==> src/rtl/kbd_msg_buffer_pkg.sv <==
// Shared types, ASCII constants and the keystroke classifier for the keyboard message buffer.
package kbd_msg_pkg;

   typedef logic [7:0] char_t;

   localparam char_t ASCII_BS       = 8'h08;
   localparam char_t ASCII_CR       = 8'h0D;
   localparam char_t ASCII_SPACE    = 8'h20;
   localparam char_t ASCII_PRINT_LO = 8'h20;
   localparam char_t ASCII_PRINT_HI = 8'h7E;

   typedef enum logic {IDLE, PEND} msg_state_t;

   typedef enum logic [1:0] {CL_PRINT, CL_BS, CL_CR, CL_OTHER} char_class_t;

   function automatic char_class_t char_class(input char_t c);
      if (c >= ASCII_PRINT_LO && c <= ASCII_PRINT_HI) return CL_PRINT;
      else if (c == ASCII_BS)                         return CL_BS;
      else if (c == ASCII_CR)                         return CL_CR;
      else                                            return CL_OTHER;
   endfunction

endpackage

==> src/rtl/kbd_msg_buffer_line_editor.sv <==
// Editable line buffer: applies PRINT/BS keystrokes, flags discarded keys and requests commits.
// KBD_AUTOSEND_EN: a full buffer keeps requesting a commit until it is granted.
module kbd_line_editor
   import kbd_msg_pkg::*;
#(
   parameter int    MSG_CHARS = 16,
   parameter char_t PAD_CHAR  = ASCII_SPACE,
   localparam int   LW        = $clog2(MSG_CHARS + 1)
) (
   input  logic                   clock_65mhz,
   input  logic                   reset_n,
   input  logic [7:0]             ascii,
   input  logic                   char_rdy,
   input  logic                   clear,
   output logic                   commit_req,
   output logic [MSG_CHARS*8-1:0] edit_string,
   output logic [LW-1:0]          edit_len,
   output logic                   drop
);

   localparam logic [LW-1:0] FULL = LW'(MSG_CHARS);

   char_t         slots   [MSG_CHARS];
   char_t         slots_n [MSG_CHARS];
   logic [LW-1:0] len_q;
   logic [LW-1:0] len_n;
   logic          drop_n;
   char_class_t   cls;

   assign cls = char_class(ascii);

`ifdef KBD_AUTOSEND_EN
   assign commit_req = (char_rdy && cls == CL_CR && len_q != '0) || (len_q == FULL);
`else
   assign commit_req = char_rdy && cls == CL_CR && len_q != '0;
`endif

   // A granted commit clears first, so a keystroke in the same cycle edits the fresh line.
   always_comb begin
      len_n  = clear ? '0 : len_q;
      drop_n = 1'b0;
      for (int i = 0; i < MSG_CHARS; i++) slots_n[i] = clear ? PAD_CHAR : slots[i];
      if (char_rdy) begin
         case (cls)
            CL_PRINT: begin
               if (len_n != FULL) begin
                  for (int i = 0; i < MSG_CHARS; i++)
                     if (LW'(i) == len_n) slots_n[i] = ascii;
                  len_n = len_n + 1'b1;
               end else begin
                  drop_n = 1'b1;
               end
            end
            CL_BS: begin
               if (len_n != '0) begin
                  for (int i = 0; i < MSG_CHARS; i++)
                     if (LW'(i) == len_n - 1'b1) slots_n[i] = PAD_CHAR;
                  len_n = len_n - 1'b1;
               end
            end
            CL_CR:   drop_n = (len_q != '0) && !clear;
            default: drop_n = 1'b1;
         endcase
      end
   end

   always_ff @(posedge clock_65mhz or negedge reset_n) begin
      if (!reset_n) begin
         for (int i = 0; i < MSG_CHARS; i++) slots[i] <= PAD_CHAR;
         len_q <= '0;
         drop  <= 1'b0;
      end else begin
         for (int i = 0; i < MSG_CHARS; i++) slots[i] <= slots_n[i];
         len_q <= len_n;
         drop  <= drop_n;
      end
   end

   for (genvar g = 0; g < MSG_CHARS; g++) begin : g_pack
      assign edit_string[(MSG_CHARS-g)*8-1 -: 8] = slots[g];
   end

   assign edit_len = len_q;

endmodule

==> src/rtl/kbd_msg_buffer.sv <==
// Keyboard line buffer with committed-message register and valid/ready handoff to the laser path.
// Optional build macro: KBD_AUTOSEND_EN (auto-commit when the line fills).
module kbd_msg_buffer
   import kbd_msg_pkg::*;
#(
   parameter int    MSG_CHARS = 16,
   parameter char_t PAD_CHAR  = ASCII_SPACE,
   localparam int   LW        = $clog2(MSG_CHARS + 1)
) (
   input  logic                   clock_65mhz,
   input  logic                   reset_n,
   input  logic [7:0]             ascii,
   input  logic                   char_rdy,
   input  logic                   msg_ready,
   output logic                   msg_valid,
   output logic [MSG_CHARS*8-1:0] msg_string,
   output logic [LW-1:0]          msg_len,
   output logic [MSG_CHARS*8-1:0] edit_string,
   output logic [LW-1:0]          edit_len,
   output logic                   drop
);

   msg_state_t state;
   logic       commit_req;
   logic       grant;

   // The output slot is free when idle, or when the pending message leaves this cycle.
   assign grant = commit_req && (state == IDLE || msg_ready);

   kbd_line_editor #(
      .MSG_CHARS (MSG_CHARS),
      .PAD_CHAR  (PAD_CHAR)
   ) u_editor (
      .clock_65mhz (clock_65mhz),
      .reset_n     (reset_n),
      .ascii       (ascii),
      .char_rdy    (char_rdy),
      .clear       (grant),
      .commit_req  (commit_req),
      .edit_string (edit_string),
      .edit_len    (edit_len),
      .drop        (drop)
   );

   always_ff @(posedge clock_65mhz or negedge reset_n) begin
      if (!reset_n) begin
         state      <= IDLE;
         msg_valid  <= 1'b0;
         msg_string <= {MSG_CHARS{PAD_CHAR}};
         msg_len    <= '0;
      end else if (grant) begin
         state      <= PEND;
         msg_valid  <= 1'b1;
         msg_string <= edit_string;
         msg_len    <= edit_len;
      end else if (state == PEND && msg_ready) begin
         state      <= IDLE;
         msg_valid  <= 1'b0;
      end
   end

endmodule

==> config.mk <==
export PLATFORM = sky130hd
export DESIGN_NAME = kbd_msg_buffer
export DESIGN_NICKNAME = d
export VERILOG_FILES = /design/src/rtl/kbd_msg_buffer_pkg.sv /design/src/rtl/kbd_msg_buffer_line_editor.sv /design/src/rtl/kbd_msg_buffer.sv
export SDC_FILE = /design/constraint.sdc
export NUM_CORES = 1
export LEC_CHECK = 0
export CORE_MARGIN = 10
export CORE_UTILIZATION = 36
export DETAILED_ROUTE_END_ITERATION = 10
export GPL_ROUTABILITY_DRIVEN = 0
export HOLD_SLACK_MARGIN = 0.05
export PLACE_DENSITY_LB_ADDON = 0.12
export SETUP_SLACK_MARGIN = 0.4
export SYNTH_ARGS = -nofsm -noshare
export SYNTH_HDL_FRONTEND = slang
export SYNTH_HIERARCHICAL = 1
export SYNTH_SLANG_ARGS = --single-unit
==> constraint.sdc <==
create_clock -name clock_65mhz -period 7.4 [get_ports clock_65mhz]
set_input_delay 1.11 -clock clock_65mhz [delete_from_list [all_inputs] [get_ports clock_65mhz]]
set_output_delay 1.11 -clock clock_65mhz [all_outputs]
set_load 0.01 [all_outputs]
==> summary.txt, run 1 <==
Global route
  • Largest net degree at the start of global routing: 169
  • Gr ovfl total: 0
  • First-pass GRT wire length: 59,900 µm
  • Gr busiest metal: met2
  • Total track usage: 0.182
  • Met1 Use GR: 0.250
  • Met2 Usage GRT: 0.291
  • Vias in the first global route: 9,142
  • GRT met3 Usage: 0.0437
  • Initial antenna violation count: 0

Drt
  • Drc violations: 0
  • Via Count: 9,198
  • 1st-iter DRT viols: 707
  • Final ANT Viol Nets: 0
  • Via/cell ratio: 5.31
  • Drt first pass iters: 5
  • WL per Instance: 22.9 µm
  • Final wirelength: 39,600 µm

Die
  • Die height: 204 µm
  • Die area: 41,700 µm²
  • IO Count: 280
  • Rows: 67
  • Chip Width: 204 µm
  • Initial Util: 0.364
  • Core area: 33,500 µm²

Hold path
  • Hold EP: msg_string[8]
  • Worst Hold Path Cells: 1
  • HP Class: flip-flop to flip-flop
  • Hold Path Origin: msg_string[8]

STA
  • Fmax: 0.169 GHz
  • Post-route minimum period: 5.93 ns
  • Worst slew margin: 0.186
  • Setup repair after global routing missed its margin: no
  • Final hold violations: 0
  • Final Slew Violations: 0
  • Clock Skew: 0.0206 ns
  • Worst Tran Pin Value: 1.22 ns
  • Final setup fails: 0
  • Final cycle utilization of the critical path: 0.802
  • Final TNS setup: 0 ns

Worst setup path
  • R2R Path End: u_editor/edit_string[67]
  • CP endpoint kind: flip-flop
  • CP required: 7.78 ns
  • Crit path max fanout: 42
  • Crit-path max cell delay: 0.67 ns
  • Delay-heaviest family, CP: simple AND/OR/NAND/NOR gates
  • Critical path data arrival time: 6.31 ns
  • WS Path Type: input port to flip-flop
  • Reg2Reg Setup Slack: 2.49 ns
  • CP Buf/Inv Count: 2
  • Slowest-stage cell, CP: clkdlybuf4s50_1
  • RR Startpoint: u_editor/edit_len[2]
  • CP startpoint kind: input port
  • Cell breakdown of the critical path: clkdlybuf4s50_1 > nor4b_4 > nand3_1 > a211oi_1 > and2_4 > inv_1 > nand2_1 > ha_1 > or3b_4 > a2111oi_4 > a31oi_1 > a21oi_1 > o32ai_1
  • Worst R2R Path Depth: 11

Cells and area
  • # diodes: 0
  • Final #Nets: 1,278
  • Layout cells sized above 1: 0.213
  • Area Overhead vs Synth: 33.7%
  • Final instance area: 16,300 µm²
  • Fillers: 3,038

Clocking
  • Worst-Skew Late Latency: 0.57 ns
  • CTS Buffer Depth: 3
  • Clk slew on worst S/H paths: 0.06 ns
  • Hold_buf cts: 0
  • CTS Buf Count: 30
  • TritonCTS clock tree: yes
  • CTS resizes: 0
  • H-tree depth: 1
  • CTS Sinks: 268
  • Root Buffer: clkbuf_16
  • Post-CTS Setup Inserts: 0

Synth
  • Post-synth EDFFs: 0
  • Cells after Synth: 1,006
  • Synthesized flop and latch total: 268
  • Sequential area share after synthesis: 0.553
  • Ys flop type: dfrtp_1
  • Async set-or-reset flop fraction in the synthesized netlist: 1.00
  • Syn Area/Cell: 12.1 µm²
  • Synth warn: 6
  • Post-synth cell types: 70
  • Syn_nets: 1,024
  • Mapped Area: 12,200 µm²

Job
  • Max-cap violation count: 0

Pwr
  • Power Total: 4.46 mW
  • PwrDens: 273 nW/µm²
  • Peak VDD IR: 0.000173 V
  • Static Leak: 6.80 nW

Placed design
  • Placed Area: 15,300 µm²
  • DP Wirelength: 27,200 µm
  • # port buffers: 279

Outcome
  • Status: completed
==> routing by layer <==
metal,part of all wire,wire length (µm)
met1,0.44,17500
met2,0.47,18800
met3,0.070,2760
met4,0.014,567
met5,0,0
==> cells in the final DEF (no fill, tap or decap), types with 4 or more instances in the layout <==
cell type and count:
a211oi_1 13, a21oi_1 50, a221oi_2 6, a311oi_1 4, a31oi_1 14, and3_1 4
buf_4 15, clkbuf_1 8, clkbuf_16 30, clkbuf_8 5, clkdlybuf4s50_1 278, clkinv_2 10
dfrtp_1 236, dfstp_2 32, ha_1 6, inv_1 70, mux2_2 74, mux2_4 59
nand2_1 35, nand2b_1 8, nand3_1 18, nand4_1 4, nor2_1 65, nor3_1 27
nor3b_1 11, o2111ai_2 5, o21ai_0 34, o21ai_1 11, o21ai_2 5, o22ai_1 15
o31ai_1 6, o32ai_1 64, or3_1 6
==> final cells by class <==
class | count | area, µm² | share of cell area
clock inverter | 13 | 126 | 0.00775
sequential | 268 | 6750 | 0.414
timing repair buffer | 296 | 2940 | 0.180
inverter | 70 | 263 | 0.0161
clock buffer | 43 | 850 | 0.0521
tap | 448 | 561 | 0.0344
multi-input combinational | 594 | 4830 | 0.296
==> sequential cells by signal, summed over array words and instances (netlist names) <==
name                  cells
msg_len                   5
msg_string              128
msg_valid                 1
u_editor/drop             1
u_editor/edit_len         5
u_editor/edit_string    128
==> power breakdown <==
part | internal (mW) | total, mW | leakage, nW | switching (mW)
Combinational | 0.544 | 1.12 | 2.79 | 0.577
Clock | 0.866 | 1.47 | 0.489 | 0.607
Sequential | 1.66 | 1.86 | 3.52 | 0.201
Total | 3.07 | 4.46 | 6.80 | 1.39
==> how the worst max path moves through the flow <==
stage                  start                        end  depth (start not counted)
finish              ascii[1]   u_editor/edit_string[67]                         13
detailed placement  ascii[1]   u_editor/edit_string[70]                         13
CTS                 ascii[1]   u_editor/edit_string[67]                         13
global placement    ascii[1]   u_editor/edit_string[67]                         13
floorplan           ascii[1]  u_editor/edit_string[112]                         22
global route        ascii[1]   u_editor/edit_string[67]                         13
==> cell usage after synthesis (15+ instances only) <==
library cell / count / area [µm²]
clkbuf_1: 37 / 139
nor2_1: 66 / 248
o32ai_1: 64 / 561
a21oi_1: 50 / 250
inv_1: 70 / 263
nand3_1: 18 / 90.1
mux2_4: 59 / 886
buf_2: 25 / 125
dfstp_2: 32 / 841
o22ai_1: 15 / 93.8
o21ai_0: 34 / 170
dfrtp_1: 236 / 5910
nor3_1: 27 / 135
mux2_2: 74 / 833
nand2_1: 35 / 131
==> logic make-up (layout without fill, tap and decap cells) <==
group | Yosys count | in the layout | synth area share
AOI/OAI and AO/OA | 256 | 256 | 0.160
xor gates and xnor gates | 1 | 1 | 0.000718
adders and majority gates | 6 | 6 | 0.00615
buffers and inverters | 144 | 422 | 0.0570
DFF | 268 | 268 | 0.553
muxes | 134 | 134 | 0.142
and+or+nand+nor | 197 | 197 | 0.0815
==> metrics by stage <==
step / hold WS [ns] / instances / util / setup WS [ns]
2_1_floorplan: 0.551 / 1006 / - / 1.43
3_3_place_gp: 0.489 / 1675 / 0.457 / 1.02
3_5_place_dp: 0.494 / 1675 / 0.457 / 0.865
4_1_cts: 0.508 / 1731 / 0.486 / 1.48
5_1_grt: 0.512 / 1732 / 0.486 / 1.10
6_report: 0.503 / 1732 / 0.486 / 1.47
Power figures use the tool's default switching activity.
==> inputs of run 2 (changes only) <==
==> constraint.sdc (replaced) <==
create_clock -name clock_65mhz -period 5.3 [get_ports clock_65mhz]
set_input_delay 0.795 -clock clock_65mhz [delete_from_list [all_inputs] [get_ports clock_65mhz]]
set_output_delay 0.795 -clock clock_65mhz [all_outputs]
set_load 0.01 [all_outputs]
==> run 2 against run 1 <==
Net effect: design area grew 2.0%; largest cell class unchanged; clock-buffer cell count grew 15; combinational power increased by 44%; clock power increased by 59%; final cell count up 0.81%; highest routed layer unchanged; critical path type unchanged; sequential share of layout area down 0.80 points; via count grew 2.0%; non-clock buffer count increased by 9.
==> summary.txt, run 2 (synthesis gave the netlist of run 1 again) <==
Clocking
  • Hold_buf cts: 0 (unchanged)
  • CTS Buffer Depth: 3 (unchanged)
  • CTS resizes: 0 (unchanged)
  • Post-CTS Setup Inserts: 0 (unchanged)
  • Clk slew on worst S/H paths: 0.05 ns (about the same)
  • TritonCTS clock tree: yes
  • Root Buffer: clkbuf_16
  • H-tree depth: 2 (+1)
  • CTS Sinks: 268 (unchanged)
  • Worst-Skew Late Latency: 0.50 ns (-0.07 ns)
  • CTS Buf Count: 34 (+13%)

STA
  • Worst Tran Pin Value: 1.19 ns (-0.0310 ns)
  • Post-route minimum period: 4.51 ns
  • Final TNS setup: 0 ns (unchanged)
  • Final Slew Violations: 0 (unchanged)
  • Worst slew margin: 0.204 (+0.0186)
  • Fmax: 0.222 GHz
  • Final hold violations: 0 (unchanged)
  • Setup repair after global routing missed its margin: no
  • Clock Skew: 0.00720 ns (-0.0134 ns)
  • Hold Slack: 0.365 ns (-0.138 ns)
  • Final setup fails: 0 (unchanged)
  • Fin worst setup slack: 0.788 ns (-0.681 ns)
  • Final cycle utilization of the critical path: 0.851

Global route
  • Gr ovfl total: 0 (unchanged)
  • Vias in the first global route: 9,346 (+2.2%)
  • Largest net degree at the start of global routing: 177 (+4.7%)
  • Total track usage: 0.184 (+0.00146)
  • First-pass GRT wire length: 60,200 µm (+0.50%)
  • Gr busiest metal: met2
  • Initial antenna violation count: 0 (unchanged)
  • GRT met3 Usage: 0.0463 (+0.00254)
  • Met1 Use GR: 0.249 (-0.000397)
  • Met2 Usage GRT: 0.292 (+0.00118)

Placed design
  • DP Wirelength: 27,300 µm (+0.27%)
  • # port buffers: 279 (unchanged)
  • Pre-CTS setup slack: 0.292 ns (-0.572 ns)

Cells and area
  • Area Overhead vs Synth: 36.3%
  • Most common cell after layout, fill and taps aside: clkdlybuf4s50_1
  • Final #Nets: 1,291 (+1.0%)
  • Most frequent cells in the layout: 278 x clkdlybuf4s50_1, 236 x dfrtp_1, 74 x mux2_2
  • Layout cells sized above 1: 0.220 (+0.00694)
  • # diodes: 0 (unchanged)

Pwr
  • PwrDens: 393 nW/µm² (+44%)
  • Static Leak: 6.93 nW (+1.8%)
  • Peak VDD IR: 0.000228 V (+32%)
  • Power Total: 6.54 mW (+47%)

Drt
  • Via/cell ratio: 5.38 (+1.2%)
  • Drt first pass iters: 5 (unchanged)
  • Final wirelength: 39,900 µm (+0.71%)
  • WL per Instance: 22.9 µm (-0.10%)
  • Drc violations: 0 (unchanged)
  • 1st-iter DRT viols: 812 (+15%)
  • Via Count: 9,386 (+2.0%)
  • Final ANT Viol Nets: 0 (unchanged)

Worst setup path
  • Crit-path max cell delay: 0.64 ns (-0.03 ns)
  • Slowest-stage cell, CP: buf_12
  • Critical Path Source: ascii[5]
  • Crit path max fanout: 176 (+320%)
  • CP Buf/Inv Count: 2 (unchanged)
  • Cell breakdown of the critical path: clkdlybuf4s50_1 > nor2_1 > nand3_1 > a211oi_2 > and2_4 > buf_12 > nor2b_1 > nor3_2 > o21ai_2 > o21ai_1 > a21oi_1
  • CP required: 5.65 ns (-2.13 ns)
  • CP Capture Point: u_editor/edit_string[22]
  • Crit path depth: 11 (-2)
  • Critical path data arrival time: 4.86 ns (-1.45 ns)
  • RR Startpoint: u_editor/edit_len[4]
  • Worst R2R Path Depth: 10 (-1)
  • Delay-heaviest family, CP: simple AND/OR/NAND/NOR gates
  • CP startpoint kind: input port
  • Reg2Reg Setup Slack: 1.13 ns (-1.36 ns)
  • CP endpoint kind: flip-flop
  • WS Path Type: input port to flip-flop
  • R2R Path End: u_editor/edit_string[22]

Die
  • Die area: 41,700 µm² (unchanged)
  • Initial Util: 0.364 (unchanged)
  • Die height: 204 µm (unchanged)
  • Chip Width: 204 µm (unchanged)
  • Core area: 33,500 µm² (unchanged)
  • Rows: 67 (unchanged)
  • IO Count: 280 (unchanged)

Outcome
  • Status: completed

Job
  • Max-cap violation count: 0 (unchanged)

Hold path
  • HP Class: input port to asynchronous set/reset pin
[run 2: worst min-delay path by stage]
| stage | endpoint |
|---|---|
| finish | msg_string[103] |
| detailed placement | msg_string[102] |
| CTS | msg_string[103] |
| global route | msg_string[103] |
| global placement | msg_string[43] |
| floorplan | msg_len[0] |
[run 2: area by class of cell]
class / instances / area (µm²)
Fill cell: 3057 / 16900
Sequential cell: 268 / 6750
Multi-Input combinational cell: 594 / 4910
Timing Repair Buffer: 305 / 3020
Clock buffer: 58 / 1070
Tap cell: 448 / 561
Inverter: 70 / 263
Clock inverter: 3 / 65.1
[run 2: layer usage]
layer | up-vias | wire length, µm | part of all wire
met5 | - | 0 | 0
met4 | 0 | 608 | 0.015
met3 | 55 | 2890 | 0.072
met2 | 334 | 18900 | 0.47
met1 | 4768 | 17500 | 0.44
li1 | 4229 | - | -
[run 2: metrics by stage]
step,utilization,instance area [µm²],std cells
4_1_cts,0.496,16600,1746
6_report,0.496,16600,1746
2_1_floorplan,-,12300,1006
3_5_place_dp,0.462,15500,1685
5_1_grt,0.496,16600,1746
3_3_place_gp,0.462,15500,1685
[run 2: power by group]
part           total [mW]  switching [mW]  leakage (nW)  internal, mW
Clock                2.33           0.862         0.555          1.47
Sequential           2.61           0.283          3.52          2.32
Combinational        1.61           0.826          2.85         0.779
==> inputs of run 3 (changes only) <==
--- a/config.mk
+++ b/config.mk
@@ -11,6 +11,7 @@
 export GPL_ROUTABILITY_DRIVEN = 0
 export HOLD_SLACK_MARGIN = 0.05
 export PLACE_DENSITY_LB_ADDON = 0.12
+export RECOVER_POWER = 100
 export SETUP_SLACK_MARGIN = 0.4
 export SYNTH_ARGS = -nofsm -noshare
 export SYNTH_HDL_FRONTEND = slang
==> run 3 against run 2 <==
Net effect: the flow now finishes with violations (max-capacitance violations, max-slew violations); flip-flop and latch count did not move; worst setup slack worse by 0.35 ns; sequential power hardly changed; non-clock buffer count is the same; routed wire length down 0.17%; sequential share of layout area increased by 0.77 points; via count decreased by 0.43%; critical path type unchanged.
==> summary.txt, run 3 (synthesis gave the netlist of run 1 again) <==
STA
  • Final hold violations: 0 (unchanged)
  • Clock Skew: 0.0106 ns (+0.00344 ns)
  • Final TNS setup: 0 ns (unchanged)
  • Final setup fails: 0 (unchanged)
  • Fmax: 0.205 GHz (-7.3%)
  • Post-route minimum period: 4.87 ns (+0.354 ns)
  • Worst slew margin: -1.02 (-1.22)
  • Setup repair after global routing missed its margin: no
  • Final Slew Violations: 122 (+122)
  • Worst Tran Pin Value: 3.03 ns (+1.84 ns)
  • Final cycle utilization of the critical path: 0.918 (+0.0668)

Cells and area
  • Most frequent cells in the layout: 266 x dlygate4sd3_1, 236 x dfrtp_1, 74 x mux2_2
  • Fillers: 3,121 (+2.1%)
  • Non-Filler Instances: 1,746 (unchanged)
  • Reg area: 6750 µm² (unchanged)
  • Multi-input logic area: 4630 µm² (-5.6%)
  • Most common cell after layout, fill and taps aside: dlygate4sd3_1
  • Area Overhead vs Synth: 33.8%
  • # diodes: 0 (unchanged)
  • Layout cells sized above 1: 0.166 (-0.0539)
  • Final #Nets: 1,291 (unchanged)

Drt
  • 1st-iter DRT viols: 813 (+0.12%)
  • Via/cell ratio: 5.35 (-0.43%)
  • Via Count: 9,346 (-0.43%)
  • Drt first pass iters: 5 (unchanged)
  • Drc violations: 0 (unchanged)
  • Final wirelength: 39,800 µm (-0.17%)
  • Final ANT Viol Nets: 0 (unchanged)
  • WL per Instance: 22.8 µm (-0.17%)

Outcome
  • Violated checks: max-capacitance violations, max-slew violations
  • Status: complete, but fails checks

Pwr
  • Static Leak: 7.68 nW (+11%)
  • Peak VDD IR: 0.000225 V (-1.4%)
  • PwrDens: 391 nW/µm² (-0.57%)
  • Power Total: 6.39 mW (-2.4%)

Worst setup path
  • Crit path max fanout: 13 (-93%)
  • WS Path Type: input port to flip-flop
  • CP startpoint kind: input port
  • Critical path data arrival time: 5.21 ns (+0.35 ns)
  • Worst R2R Path Depth: 12 (+2)
  • CP endpoint kind: flip-flop
  • CP required: 5.64 ns (about the same)

Clocking
  • CTS resizes: 0 (unchanged)
  • Hold_buf cts: 0 (unchanged)
  • CTS Buf Count: 34 (unchanged)
  • H-tree depth: 2 (unchanged)
  • CTS Sinks: 268 (unchanged)
  • TritonCTS clock tree: yes
  • CTS Buffer Depth: 3 (unchanged)
  • Worst-Skew Late Latency: 0.51 ns (about the same)
  • Clk slew on worst S/H paths: 0.05 ns (about the same)
  • Root Buffer: clkbuf_16
  • Post-CTS Setup Inserts: 0 (unchanged)

Placed design
  • DP Cell Count: 1,685 (unchanged)
  • # port buffers: 279 (unchanged)
  • DP Wirelength: 27,300 µm (unchanged)

Job
  • Max-cap violation count: 1 (+1)

Hold path
  • Worst Hold Path Cells: 1
  • HP Class: flip-flop to flip-flop

Die
  • Chip Width: 204 µm (unchanged)
  • Die height: 204 µm (unchanged)
  • IO Count: 280 (unchanged)
  • Core area: 33,500 µm² (unchanged)
  • Initial Util: 0.364 (unchanged)
  • Die area: 41,700 µm² (unchanged)
  • Rows: 67 (unchanged)

Global route
  • Total track usage: 0.184 (unchanged)
  • Initial antenna violation count: 0 (unchanged)
  • First-pass GRT wire length: 60,200 µm (unchanged)
  • Vias in the first global route: 9,346 (unchanged)
  • Largest net degree at the start of global routing: 177 (unchanged)
  • Gr ovfl total: 0 (unchanged)
run 3: cell count changes in the layout (fill, tap and decap cells not counted), moves of 3 or more:
cell             previous run  this run
buf_4                      24        20
mux2_1                      0        56
clkdlybuf4s50_1           278        12
o21ai_0                    34        37
mux2_4                     59         3
dlygate4sd3_1               0       266
clkbuf_1                   14        17
run 3: cell type report:
type / count / share of cell area
Clock buffer: 58 / 0.0658
Clock inverter: 3 / 0.00399
Inverter: 70 / 0.0161
Multi-Input combinational cell: 594 / 0.284
Sequential cell: 268 / 0.413
Tap cell: 448 / 0.0343
Timing Repair Buffer: 305 / 0.183
run 3: through the flow:
step / instance area (µm²) / worst slack (ns) / hold slack [ns] / utilization
global placement: 15500 / 0.389 / 0.489 / 0.462
global route: 16300 / 0.276 / 0.502 / 0.487
CTS: 16600 / 0.815 / 0.434 / 0.496
detailed placement: 15500 / 0.292 / 0.494 / 0.462
floorplan: 12300 / 0.423 / 0.499 / -
finish: 16300 / 0.434 / 0.479 / 0.487
run 3: routing by layer:
metal  part of all wire  vias up  wire, µm  global-route usage
met5                  0        -         0                   0
met4              0.014        0       559              0.0373
met3              0.073       49      2900              0.0463
met2               0.48      334     19000               0.292
met1               0.44     4724     17400               0.249
li1                   -     4239         -                   -
run 3: path summary, 6_finish.rpt:
check / end / slack, ns / from
worst min register to register: msg_string[108] / 0.48 / msg_string[108]
max in group asynchronous: msg_string[11] / 1.11 / reset_n
worst min-delay path: msg_string[108] / 0.48 / msg_string[108]
worst max register to register: u_editor/edit_string[33] / 0.80 / u_editor/edit_len[4]
min in group asynchronous: msg_string[103] / 1.24 / reset_n
worst max-delay path: u_editor/edit_string[33] / 0.43 / ascii[5]
run 3: worst max-delay path: stages:
cell and delay [ns]:
clkdlybuf4s50_1 0.41, nor2_1 0.42, nand3_1 0.23, a211oi_1 0.34
and2_0 0.30, inv_1 0.14, nand2_2 0.16, ha_4 0.24
or3b_4 0.44, a2111oi_4 0.53, o21ai_2 0.10, a221oi_1 0.95
o32ai_1 0.15
run 3: where the power goes:
part           switching (mW)  internal [mW]
clock                   0.859           1.47
sequential              0.265           2.32
combinational           0.812          0.655
